===== src/rtl/countdown_timer.sv =====
// BCD mm:ss countdown timer with keypad loading, pause/resume and a prescaled 1 s tick.
// Build option: define COUNTDOWN_TIMER_ADD30_EN to include the "+30 s" button logic.
module countdown_timer #(
    parameter int MIN_DIGITS = 2,
    parameter int TICK_DIV   = 1
) (
    input  logic                    CLK,
    input  logic                    clear,
    input  logic [3:0]              digit,
    input  logic                    digit_valid,
    input  logic                    loadn,
    input  logic                    enable,
    input  logic                    add30,
    output logic [4*MIN_DIGITS-1:0] minutes,
    output logic [3:0]              tens_secs,
    output logic [3:0]              secs,
    output logic                    timer_done,
    output logic                    done_pulse
);

    // Time is one packed BCD word: nibble 0 = secs, nibble 1 = tens_secs, nibbles 2.. = minutes.
    localparam int ND = MIN_DIGITS + 2;
    localparam int TW = 4 * ND;
    localparam int PW = (TICK_DIV > 1) ? $clog2(TICK_DIV) : 1;
    localparam logic [PW-1:0] PS_LAST = PW'(TICK_DIV - 1);

    logic [TW-1:0] time_q;
    logic [TW-1:0] time_d;
    logic [TW-1:0] dec_t;
    logic [PW-1:0] prescaler;
    logic          running;
    logic          tick;
    logic          load_stb;
    logic          borrow;

    assign minutes    = time_q[TW-1:8];
    assign tens_secs  = time_q[7:4];
    assign secs       = time_q[3:0];
    assign timer_done = (time_q == '0);

    // digit_valid is a one-cycle strobe without back-pressure: every strobe seen in
    // load mode is consumed on that same edge (stored if digit <= 9, dropped otherwise).
    assign load_stb = !loadn && digit_valid;
    assign running  = loadn && enable && !timer_done;
    assign tick     = running && (prescaler == PS_LAST);

    // One-second decrement; never evaluated at zero, so the borrow never leaves the top digit.
    always_comb begin
        dec_t  = time_q;
        borrow = 1'b1;
        for (int i = 0; i < ND; i++) begin
            if (borrow) begin
                if (time_q[4*i +: 4] == 4'd0) begin
                    dec_t[4*i +: 4] = (i == 1) ? 4'd5 : 4'd9;
                end else begin
                    dec_t[4*i +: 4] = time_q[4*i +: 4] - 4'd1;
                    borrow          = 1'b0;
                end
            end
        end
    end

`ifdef COUNTDOWN_TIMER_ADD30_EN
    logic [TW-1:0] add_base;
    logic [TW-1:0] add_t;
    logic [4:0]    tens_sum;
    logic          carry;

    // +30 s is applied on top of a coincident tick, so both take effect together.
    always_comb begin
        add_base = tick ? dec_t : time_q;
        add_t    = add_base;
        tens_sum = {1'b0, add_base[7:4]} + 5'd3;
        carry    = (tens_sum >= 5'd6);
        if (carry) begin
            tens_sum = tens_sum - 5'd6;
        end
        add_t[7:4] = tens_sum[3:0];
        for (int i = 2; i < ND; i++) begin
            if (carry) begin
                if (add_base[4*i +: 4] >= 4'd9) begin
                    add_t[4*i +: 4] = 4'd0;
                end else begin
                    add_t[4*i +: 4] = add_base[4*i +: 4] + 4'd1;
                    carry           = 1'b0;
                end
            end
        end
        if (carry) begin
            for (int i = 2; i < ND; i++) begin
                add_t[4*i +: 4] = 4'd9;
            end
            add_t[7:4] = 4'd5;
            add_t[3:0] = 4'd9;
        end
    end
`else
    logic unused_add30;
    assign unused_add30 = add30;
`endif

    always_comb begin
        time_d = time_q;
        if (load_stb) begin
            if (digit <= 4'd9) begin
                time_d = {time_q[TW-5:0], digit};
            end
        end
`ifdef COUNTDOWN_TIMER_ADD30_EN
        else if (add30) begin
            time_d = add_t;
        end
`endif
        else if (tick) begin
            time_d = dec_t;
        end
    end

    always_ff @(posedge CLK or posedge clear) begin
        if (clear) begin
            time_q     <= '0;
            prescaler  <= '0;
            done_pulse <= 1'b0;
        end else begin
            time_q     <= time_d;
            done_pulse <= tick && (time_d == '0);
            if (!loadn) begin
                prescaler <= '0;
            end else if (running) begin
                prescaler <= (prescaler == PS_LAST) ? '0 : prescaler + PW'(1);
            end
        end
    end

endmodule

===== config.mk =====
export PLATFORM = sky130hd
export DESIGN_NAME = countdown_timer
export DESIGN_NICKNAME = d
export VERILOG_FILES = /design/src/rtl/countdown_timer.sv
export SDC_FILE = /design/constraint.sdc
export NUM_CORES = 1
export LEC_CHECK = 0
export CAP_MARGIN = 40
export CORE_MARGIN = 10
export CORE_UTILIZATION = 40
export DETAILED_ROUTE_END_ITERATION = 8
export DONT_BUFFER_PORTS = 1
export SETUP_SLACK_MARGIN = 0.1
export SKIP_CTS_REPAIR_TIMING = 1
export SLEW_MARGIN = 20
export SYNTH_ARGS = -nofsm -noshare
export SYNTH_HDL_FRONTEND = slang
export SYNTH_SLANG_ARGS = --single-unit

===== constraint.sdc =====
create_clock -name CLK -period 2.7 [get_ports CLK]
set_input_delay 0.54 -clock CLK [delete_from_list [all_inputs] [get_ports CLK]]
set_output_delay 0.54 -clock CLK [all_outputs]
set_load 0.02 [all_outputs]

# Word level (Yosys, flattened, before mapping)
# Index checks and enable logic that the tools add are counted.
dict set report totals {
  reg_bits 18
  input_bits 10
  latch_bits 0
  elab_cells 42
  output_inout_bits 18
  ramBits 0
  mem_bits_ro 0
  mem_count 0
}
dict set report classes {
  n_mux 18
  add_sub_neg 5
  magnitude_cmp 1
  shifts 0
  div_mod_pow 0
  bitwise_logic 1
  n_reduce_logical 13
  mul 0
  eq_ne 1
}
# op count
set op_table {}
lappend op_table {{16-bit two-way mux} 3}
lappend op_table {{16-bit logical NOT} 2}
lappend op_table {{4-bit two-way mux} 7}
lappend op_table {{4-bit logical NOT} 4}
lappend op_table {{4-bit by 1-bit subtractor with 4-bit output (second input constant)} 4}
lappend op_table {{1-bit two-way mux} 8}
lappend op_table {{1-bit logical AND} 5}
lappend op_table {{4-bit <= comparator (second input constant)} 1}
lappend op_table {{1-bit logical NOT} 2}
lappend op_table {{2-bit by 1-bit != test with 1-bit output (second input constant)} 1}
lappend op_table {{1-bit adder (second input constant)} 1}
lappend op_table {{1-bit inverter} 1}

# Longest topological paths before layout
# Gate-level depths: netlist (run 1).
dict set report logic_depth {
  depth_word 9
  mapped_depth 8
}

# Worst setup path after synthesis (run 1)
# OpenSTA, ideal clock, no wires.
dict set report synth_path {
  kind {register -> register}
  from {register time_q[5]}
  to {register done_pulse}
  slack_ps 341
  setup_ps 68
  path_stages_with_launch 8
  synth_period_minus_slack_ps 2359
  arrival_ps 2291
  path_cell_list {dfrtp_1 nor4_4 nand3_2 or2_0 a221o_1 or4_1 nor4_1 and4b_1}
}
dict set report synth_between {
  elab_cells_between_ends 18
}
# item line_no
set synth_rtl {}
lappend synth_rtl {{start: declaration} 27} ;# logic [TW-1:0] time_q;
lappend synth_rtl {{start signal: assignment} 125} ;# time_q <= time_d;
lappend synth_rtl {{16-bit logical NOT} 39} ;# assign timer_done = (time_q == '0);
lappend synth_rtl {{1-bit logical NOT} 44} ;# assign running = loadn && enable && !timer_done;
lappend synth_rtl {{1-bit logical AND} 44}
lappend synth_rtl {{1-bit logical AND} 45} ;# assign tick = running && (prescaler == PS_LAST);
lappend synth_rtl {{16-bit two-way mux} 114} ;# else if (tick) begin
lappend synth_rtl {{16-bit two-way mux} 104} ;# if (load_stb) begin
lappend synth_rtl {{net time_d[3]} 28} ;# logic [TW-1:0] time_d;
lappend synth_rtl {{16-bit logical NOT} 126} ;# done_pulse <= tick && (time_d == '0);
lappend synth_rtl {{1-bit logical AND} 126}
lappend synth_rtl {{end signal: assignment} 126}
lappend synth_rtl {{end: declaration} 18} ;# output logic done_pulse
# The timed path passes the listed nets, and every way through them passes these cells.
# A chain may end at the register's enable or synchronous reset.

# Worst setup path in the final report (run 1)
dict set report layout_path {
  from {register time_q[3]}
  to {output timer_done}
}
dict set report layout_between {
  elab_chain_len 1
}
# item line_no
set layout_rtl {}
lappend layout_rtl {{16-bit logical NOT} 39}
lappend layout_rtl {{end: declaration} 17} ;# output logic timer_done,
# Every way passes these cells.

==> impl_metrics.py, run 1 <==
metrics = {
    "grt": {
        "antenna_found_initial": 0,
        "gr-usage-all-layers": 0.132,
        "grt_pass1_wl_um": 5630,
        "grt_pass1_vias": 1121,
        "overflow": 0,
        "grt_max_degree": 18,
    },
    "clock_network": {
        "clock_path_buffers": 2,
        "cts_tree": "yes",
        "path_clk_slew_ns": 0.10,
        "worstSkewPairLatency_ns": 0.29,
        "cts.sinks": 17,
        "cts_root_buf": "clkbuf_4",
        "cts_made_buffers": 3,
        "cts_max_level": 1,
    },
    "floorplan": {
        "initial_core_util": 0.427,
        "rows": 18,
        "die_h_um": 71.9,
        "core_um2": 2520,
        "fp.dieArea_um2": 5160,
        "ios": 28,
        "die_w_um": 71.9,
    },
    "yosys": {
        "syn-num-nets": 129,
        "synth_cells": 119,
        "netlist_area_um2": 1080,
        "ys_seq_area_frac": 0.395,
        "yosys_warnings": 0,
        "ys_types": 46,
        "syn_avg_cell_area_um2": 9.04,
        "synth-seq-cells": 17,
    },
    "timing": {
        "tightest_slew_ns": 0.638,
        "fin_crit_sh": 0.892,
        "slew_viol_final": 0,
        "fmax_ghz": 0.415,
        "finalCriticalPeriod_ns": 2.41,
        "max-slew-margin-rel": 0.574,
        "skew_ns": 0.00663,
        "finalSetupViolations": 0,
        "setup-tns-final_ns": 0,
        "setup_slack_ns": 0.292,
        "rsz0062_at_grt": "no",
        "hold_viol": 0,
    },
    "finish": {
        "layout_common_cells": "buf_4 (23), dfrtp_1 (17), nor2_1 (13)",
        "mostFrequentLayoutCell": "buf_4",
        "fin_util": 0.525,
        "syn_to_final_growth_pct": 23.1,
        "nets": 155,
        "antenna_cells": 0,
        "drive_above_1_share": 0.243,
    },
    "critical_path": {
        "worst-path-buf-inv": 1,
        "crit_chain": "buf_4, or2_1, or4_1, nor2_1",
        "cpLargestDelayFamily": "simple AND/OR/NAND/NOR gates",
        "reg2reg_setup_slack_ns": 0.32,
        "r2r_end": "done_pulse",
        "cp-end-kind": "output port",
        "reg2reg_depth": 7,
        "critPathLaunchType": "flip-flop",
        "slowest_delay_ns": 0.43,
        "r2r-start": "time_q[8]",
        "worstSetupPathType": "flip-flop to output port",
        "cp.required_ns": 2.16,
        "critPathMaxFanout": 8,
        "slowest_stage": "or4_1",
        "critPathArrivalTime_ns": 1.87,
    },
    "detailed_routing": {
        "vias": 1088,
        "post-route-drc-count": 0,
        "postRouteWirelength_um": 3360,
        "first_pass_iters": 4,
        "ant_nets": 0,
        "viasPerCell": 6.25,
        "drtIter0Drc": 75,
        "routedWlPerCell_um": 19.3,
    },
    "pwr": {
        "irDropWorstVdd_uv": 441,
        "power.share.clock": 0.120,
        "seqPwrFrac": 0.347,
        "power_frac_comb": 0.534,
        "power_uw": 1130,
        "internal_power_uw": 610,
        "p_sw_frac": 0.460,
        "p_leak_uw": 0.000534,
        "pwr_density_cell_nw_per_um2": 853,
        "p_sw_uw": 519,
    },
    "min_path": {
        "hp-class": "primary input to async pin",
    },
    "place": {
        "dpl.hpwl_um": 2640,
        "portBuffers": 0,
        "place_ws_ns": 0.137,
        "place.gp.congestion": 0.839,
    },
    "run_status": {
        "status": "finished clean",
    },
    "job": {
        "max_cap_viol_count": 0,
    },
}
[power groups by stage]
| stage | registers (uW) | clock network (uW) | logic (uW) |
|---|---|---|---|
| global placement | 384 | 0 | 583 |
| floorplan | 533 | 0 | 212 |
| CTS | 383 | 141 | 587 |
| global route | 401 | 155 | 654 |
| detailed placement | 388 | 0 | 585 |
| finish | 392 | 135 | 603 |
[layout make-up]
cell class / count / area [um^2]
clock buffers: 3 / 22.5
clock inverters: 1 / 5.00
fillers: 244 / 1200
inverters: 4 / 15.0
multi-input cells: 96 / 647
flip-flops and latches: 17 / 425
well taps: 30 / 37.5
repair buffers: 23 / 173
[flip-flops by register name, indices dropped and copies added (netlist names)]
| register | cells |
|---|---|
| done_pulse | 1 |
| time_q | 16 |
[synthesized netlist by cell type, drive strengths merged]
master,n,area [um^2]
inv,4,15.0
or4,2,15.0
or3,2,12.5
a22o,1,8.76
and4b,1,10.0
a221o,1,10.0
nor2,13,48.8
nand4,1,6.26
nand2,12,47.6
nor4,5,52.6
and2,2,12.5
or2,2,12.5
dfrtp,17,425
o21a,1,7.51
nand4b,2,17.5
o31ai,1,7.51
clkbuf,1,3.75
mux2i,3,30.0
and4bb,1,12.5
nor3b,1,7.51
and3,1,6.26
a21oi,5,25.0
or4b,1,10.0
a211oi,2,20.0
o41a,1,11.3
a2bb2oi,1,8.76
o21ai,9,45.0
a21bo,1,10.0
nor2b,1,6.26
a32oi,1,8.76
nor3,3,15.0
o41ai,3,26.3
nand2b,1,6.26
buf,1,5.00
nand3,5,30.0
o211ai,7,52.6
o221ai,2,17.5
o2bb2ai,1,8.76
[cells by family after synthesis]
logic type,Yosys count,share of synthesized area
muxes,3,0.0279
buffers and inverters,6,0.0221
and+or+nand+nor,56,0.306
AOI/OAI and AO/OA,37,0.249
DFF,17,0.395
[how the worst max path moves through the flow]
stage               depth (start not counted)  slack [ns]        from         end
floorplan                                   7        0.34   time_q[5]  done_pulse
global placement                            7        0.16  time_q[12]  done_pulse
detailed placement                          7        0.14  time_q[12]  done_pulse
CTS                                         7        0.11  time_q[12]  done_pulse
global route                                7        0.14   time_q[0]  done_pulse
finish                                      4        0.29   time_q[3]  timer_done
[worst reg2reg max path, stage by stage, from the launching register on]
cell and delay [ns]:
dfrtp_1 0.42, nor4_4 0.36, nand3_2 0.16, or2_0 0.23
a221o_1 0.32, or4_1 0.43, nor4_2 0.17, and4b_1 0.22
[through the flow]
step	hold slack [ns]	instances	instance area, um^2
2_1_floorplan	0.466	119	1080
3_3_place_gp	0.539	168	1260
3_5_place_dp	0.552	168	1260
4_1_cts	0.226	172	1290
5_1_grt	0.253	174	1330
6_report	0.205	174	1330
[layer usage]
| metal | track usage | wire, um | vias up |
|---|---|---|---|
| li1 | - | - | 517 |
| met1 | 0.163 | 1460 | 522 |
| met2 | 0.211 | 1580 | 44 |
| met3 | 0.0399 | 268 | 5 |
| met4 | 0.0452 | 48 | 0 |
| met5 | 0 | 0 | - |
Note: power is estimated with default switching activity, not from simulation.
==> run 2, diff against run 1 <==
--- a/config.mk
+++ b/config.mk
@@ -6,6 +6,7 @@
 export NUM_CORES = 1
 export LEC_CHECK = 0
 export CAP_MARGIN = 40
+export CORE_ASPECT_RATIO = 0.5
 export CORE_MARGIN = 10
 export CORE_UTILIZATION = 40
 export DETAILED_ROUTE_END_ITERATION = 8
==> impl_metrics.py, run 2 (synthesized netlist as in run 1, its figures left out) <==
metrics = {
    "run_status": {
        "status": "finished clean",
    },
    "detailed_routing": {
        "highest_layer": "met4",
        "drt-met1-wl_um": 1500,
        "first_pass_iters": 4,
        "viasPerCell": 6.15,
        "post-route-drc-count": 0,
        "drtIter0Drc": 63,
        "vias": 1114,
        "met3_wirelength_um": 434,
        "dr_wl_met2_um": 1430,
        "routedWlPerCell_um": 18.9,
        "ant_nets": 0,
        "postRouteWirelength_um": 3430,
    },
    "grt": {
        "grt_pass1_vias": 1034,
        "overflow": 0,
        "antenna_found_initial": 0,
        "gr-usage-all-layers": 0.134,
        "grt_max_degree": 18,
        "grt_pass1_wl_um": 5620,
    },
    "finish": {
        "top_register": "time_q",
        "syn_to_final_growth_pct": 25.7,
        "drive_above_1_share": 0.236,
        "fin_area_um2": 1350,
        "layout_common_cells": "buf_4 (23), dfrtp_1 (17), nor2_1 (13)",
        "largest_register_ffs": 16,
        "antenna_cells": 0,
        "mostFrequentLayoutCell": "buf_4",
        "nets": 155,
        "fillCellCount": 245,
        "seq_area_um2": 425,
        "multiInputGateArea_um2": 647,
        "reg.largest.list": "time_q x16, done_pulse x1",
    },
    "clock_network": {
        "path_clk_slew_ns": 0.07,
        "cts_max_level": 1,
        "clock_path_buffers": 2,
        "worstSkewPairLatency_ns": 0.26,
        "cts_root_buf": "clkbuf_8",
        "cts.sinks": 17,
        "cts_tree": "yes",
        "cts_made_buffers": 3,
    },
    "place": {
        "dpl.hpwl_um": 2710,
        "place.gp.congestion": 0.822,
        "portBuffers": 0,
        "placed_area_um2": 1280,
    },
    "timing": {
        "skew_ns": 0.00396,
        "finalSetupViolations": 0,
        "rsz0062_at_grt": "no",
        "slew_viol_final": 0,
        "hold_viol": 0,
        "setup-tns-final_ns": 0,
        "fmax_ghz": 0.415,
        "tightest_slew_ns": 0.655,
        "max-slew-margin-rel": 0.563,
        "finalCriticalPeriod_ns": 2.41,
        "fin_crit_sh": 0.893,
    },
    "pwr": {
        "pwr_density_cell_nw_per_um2": 876,
        "p_leak_uw": 0.000544,
        "irDropWorstVdd_uv": 430,
    },
    "critical_path": {
        "slowest_delay_ns": 0.43,
        "slowest_stage": "or4_1",
        "cp-end-kind": "output port",
        "worst-path-buf-inv": 1,
        "r2r-start": "time_q[8]",
        "worstSetupPathType": "flip-flop to output port",
        "crit_chain": "buf_4, or2_1, or4_1, nor2_1",
        "critPathMaxFanout": 8,
        "crit_start": "time_q[3]",
        "critPathArrivalTime_ns": 1.87,
        "reg2reg_setup_slack_ns": 0.29,
        "cp.required_ns": 2.16,
        "critPathLaunchType": "flip-flop",
        "cpLargestDelayFamily": "simple AND/OR/NAND/NOR gates",
    },
    "floorplan": {
        "die_w_um": 93.4,
        "ios": 28,
        "die_h_um": 56.7,
        "fp.dieArea_um2": 5290,
        "initial_core_util": 0.416,
        "core_um2": 2590,
        "rows": 13,
    },
    "min_path": {
        "hp-class": "primary input to async pin",
    },
    "job": {
        "max_cap_viol_count": 0,
    },
}
-- run 2: changes by cell type in the layout (fill, tap and decap cells not counted) --
cell,before,now
clkbuf_8,0,3
clkbuf_4,3,0
and4bb_1,0,1
and4bb_2,1,0
-- run 2: routing by layer --
layer,up-vias,track usage
met5,-,0
met4,0,0.0502
met3,6,0.0543
met2,61,0.188
met1,529,0.178
li1,518,-
-- run 2: layout make-up --
class / count / area share
inverters: 4 / 0.0111
multi-input cells: 96 / 0.478
flip-flops and latches: 17 / 0.315
clock buffers: 3 / 0.0305
clock inverters: 1 / 0.00370
repair buffers: 23 / 0.128
well taps: 37 / 0.0342
-- run 2: worst register-to-register path, delay by kind of cell (launching register included) --
kind / cells / cell delay, ns
simple gates: 6 / 1.60
compound gates: 1 / 0.34
flops: 1 / 0.41
-- run 2: metrics by stage --
| stage | total power [uW] | utilization | hold slack, ns | instances | setup WS [ns] |
|---|---|---|---|---|---|
| 3_5_place_dp | 975 | 0.494 | 0.554 | 176 | 0.116 |
| 6_report | 1180 | 0.523 | 0.255 | 181 | 0.289 |
| 4_1_cts | 1170 | 0.512 | 0.279 | 180 | 0.102 |
| 5_1_grt | 1260 | 0.523 | 0.311 | 181 | 0.158 |
| 2_1_floorplan | 744 | - | 0.466 | 119 | 0.341 |
| 3_3_place_gp | 967 | 0.494 | 0.539 | 176 | 0.149 |
-- run 2: power breakdown --
group	internal (uW)	leakage, uW	total [uW]	switching (uW)
logic	222	0.000310	599	377
clock network	103	0.0000255	193	90.8
registers	330	0.000208	392	62.4
total	654	0.000544	1180	530
-- run 2: final timing paths --
path | end | cells past startpoint
setup / recovery | timer_done | 4
hold / removal | done_pulse | 1
setup reg to reg | done_pulse | 7
hold reg to reg | time_q[14] | 2
max in group asynchronous | time_q[3] | 1
min in group CLK | time_q[2] | 2
==> run 3, diff against run 2 <==
--- a/config.mk
+++ b/config.mk
@@ -6,9 +6,8 @@
 export NUM_CORES = 1
 export LEC_CHECK = 0
 export CAP_MARGIN = 40
-export CORE_ASPECT_RATIO = 0.5
-export CORE_MARGIN = 10
-export CORE_UTILIZATION = 40
+export CORE_MARGIN = 5
+export CORE_UTILIZATION = 50
 export DETAILED_ROUTE_END_ITERATION = 8
 export DONT_BUFFER_PORTS = 1
 export SETUP_SLACK_MARGIN = 0.1
==> impl_metrics.py, run 3 (synthesized netlist as in run 1, its figures left out) <==
metrics = {
    "clock_network": {
        "path_clk_slew_ns": 0.11,
        "clock_path_buffers": 2,
        "cts.sinks": 17,
        "cts_made_buffers": 3,
        "cts_tree": "yes",
        "cts_root_buf": "clkbuf_4",
        "cts_max_level": 1,
        "worstSkewPairLatency_ns": 0.29,
    },
    "timing": {
        "setup-tns-final_ns": 0,
        "skew_ns": 0.0110,
        "finalSetupViolations": 0,
        "hold_viol": 0,
        "rsz0062_at_grt": "no",
        "fmax_ghz": 0.402,
        "tightest_slew_ns": 0.647,
        "fin_crit_sh": 0.921,
        "slew_viol_final": 0,
        "max-slew-margin-rel": 0.568,
        "finalCriticalPeriod_ns": 2.49,
    },
    "detailed_routing": {
        "first_pass_iters": 5,
        "post-route-drc-count": 0,
        "routedWlPerCell_um": 18.3,
        "highest_layer": "met4",
        "dr_wl_met2_um": 1510,
        "met3_wirelength_um": 286,
        "drt-met1-wl_um": 1320,
        "drtIter0Drc": 49,
        "vias": 1149,
        "postRouteWirelength_um": 3180,
        "viasPerCell": 6.60,
        "ant_nets": 0,
    },
    "floorplan": {
        "fp.dieArea_um2": 3180,
        "core_um2": 2000,
        "die_w_um": 56.4,
        "ios": 28,
        "rows": 16,
        "initial_core_util": 0.538,
        "die_h_um": 56.4,
    },
    "pwr": {
        "p_sw_uw": 520,
        "power_frac_comb": 0.531,
        "p_sw_frac": 0.458,
        "power_uw": 1140,
        "irDropWorstVdd_uv": 598,
        "power.share.clock": 0.119,
        "seqPwrFrac": 0.350,
        "internal_power_uw": 616,
        "p_leak_uw": 0.000553,
        "pwr_density_cell_nw_per_um2": 843,
    },
    "grt": {
        "grt_pass1_vias": 1009,
        "grt_pass1_wl_um": 5020,
        "grt_max_degree": 18,
        "antenna_found_initial": 0,
        "gr-usage-all-layers": 0.203,
        "overflow": 0,
    },
    "critical_path": {
        "slowest_delay_ns": 0.43,
        "critPathArrivalTime_ns": 2.73,
        "slowest_stage": "dfrtp_1",
        "cp-end-kind": "flip-flop",
        "critPathLaunchType": "flip-flop",
        "worstSetupPathType": "flip-flop to flip-flop",
        "critPathMaxFanout": 4,
        "cpLargestDelayFamily": "simple AND/OR/NAND/NOR gates",
        "crit_chain": "nor4_4, nand3_2, or2_0, a221o_1, or4_1, nor4_2, and4b_1",
        "cp.required_ns": 2.94,
        "worst-path-buf-inv": 0,
    },
    "finish": {
        "fin_util": 0.674,
        "drive_above_1_share": 0.259,
        "top_register": "time_q",
        "mostFrequentLayoutCell": "buf_4",
        "fillCellCount": 180,
        "largest_register_ffs": 16,
        "syn_to_final_growth_pct": 25.3,
        "nets": 158,
        "antenna_cells": 0,
        "reg.largest.list": "time_q x16, done_pulse x1",
        "instances_no_fill": 174,
        "layout_common_cells": "buf_4 (26), dfrtp_1 (17), nor2_1 (13)",
    },
    "run_status": {
        "status": "finished clean",
    },
    "place": {
        "dpl.hpwl_um": 2440,
        "place.gp.congestion": 0.901,
        "dp.cells": 167,
        "portBuffers": 0,
    },
    "min_path": {
        "hp-class": "primary input to async pin",
    },
    "job": {
        "max_cap_viol_count": 0,
    },
}
==> run 3: changes by cell type in the layout (fill, tap and decap cells not counted) <==
cell,delta
buf_4,+3
clkbuf_8,-3
clkbuf_4,+3
nor3_2,+1
nor3_1,-1
==> run 3: worst paths after layout <==
check / startpoint / to / slack, ns / cells after the start
max in group asynchronous: clear / time_q[2] / 2.07 / 1
min reg2reg: time_q[14] / time_q[14] / 0.66 / 2
min: clear / time_q[11] / 0.21 / 1
min in group CLK: digit[2] / time_q[2] / 0.42 / 2
max reg2reg: time_q[8] / done_pulse / 0.21 / 7
max: time_q[8] / done_pulse / 0.21 / 7
==> run 3: metal layers <==
metal  vias to the layer above  global-route usage
met3                        10              0.0619
met5                         -                   0
met4                         0              0.0814
met1                       564               0.264
li1                        520                   -
met2                        55               0.312
==> run 3: power by group through the flow <==
stage	registers (uW)	clock network (uW)	logic (uW)
5_1_grt	407	162	652
3_5_place_dp	390	0	580
3_3_place_gp	386	0	577
4_1_cts	385	142	583
2_1_floorplan	533	0	212
6_report	397	135	604
==> run 3: stage by stage <==
step	setup slack, ns	hold slack [ns]	cell area (um^2)
2_1_floorplan	0.341	0.466	1080
3_3_place_gp	0.151	0.535	1270
3_5_place_dp	0.171	0.553	1270
4_1_cts	0.142	0.225	1300
5_1_grt	0.0977	0.250	1350
6_report	0.212	0.208	1350
==> run 3: layout make-up <==
class,count,area (um^2),area share
multi-input cells,96,652,0.483
flip-flops and latches,17,425,0.315
repair buffers,26,195,0.145
well taps,27,33.8,0.0250
clock buffers,3,22.5,0.0167
inverters,4,15.0,0.0111
clock inverters,1,5.00,0.00371
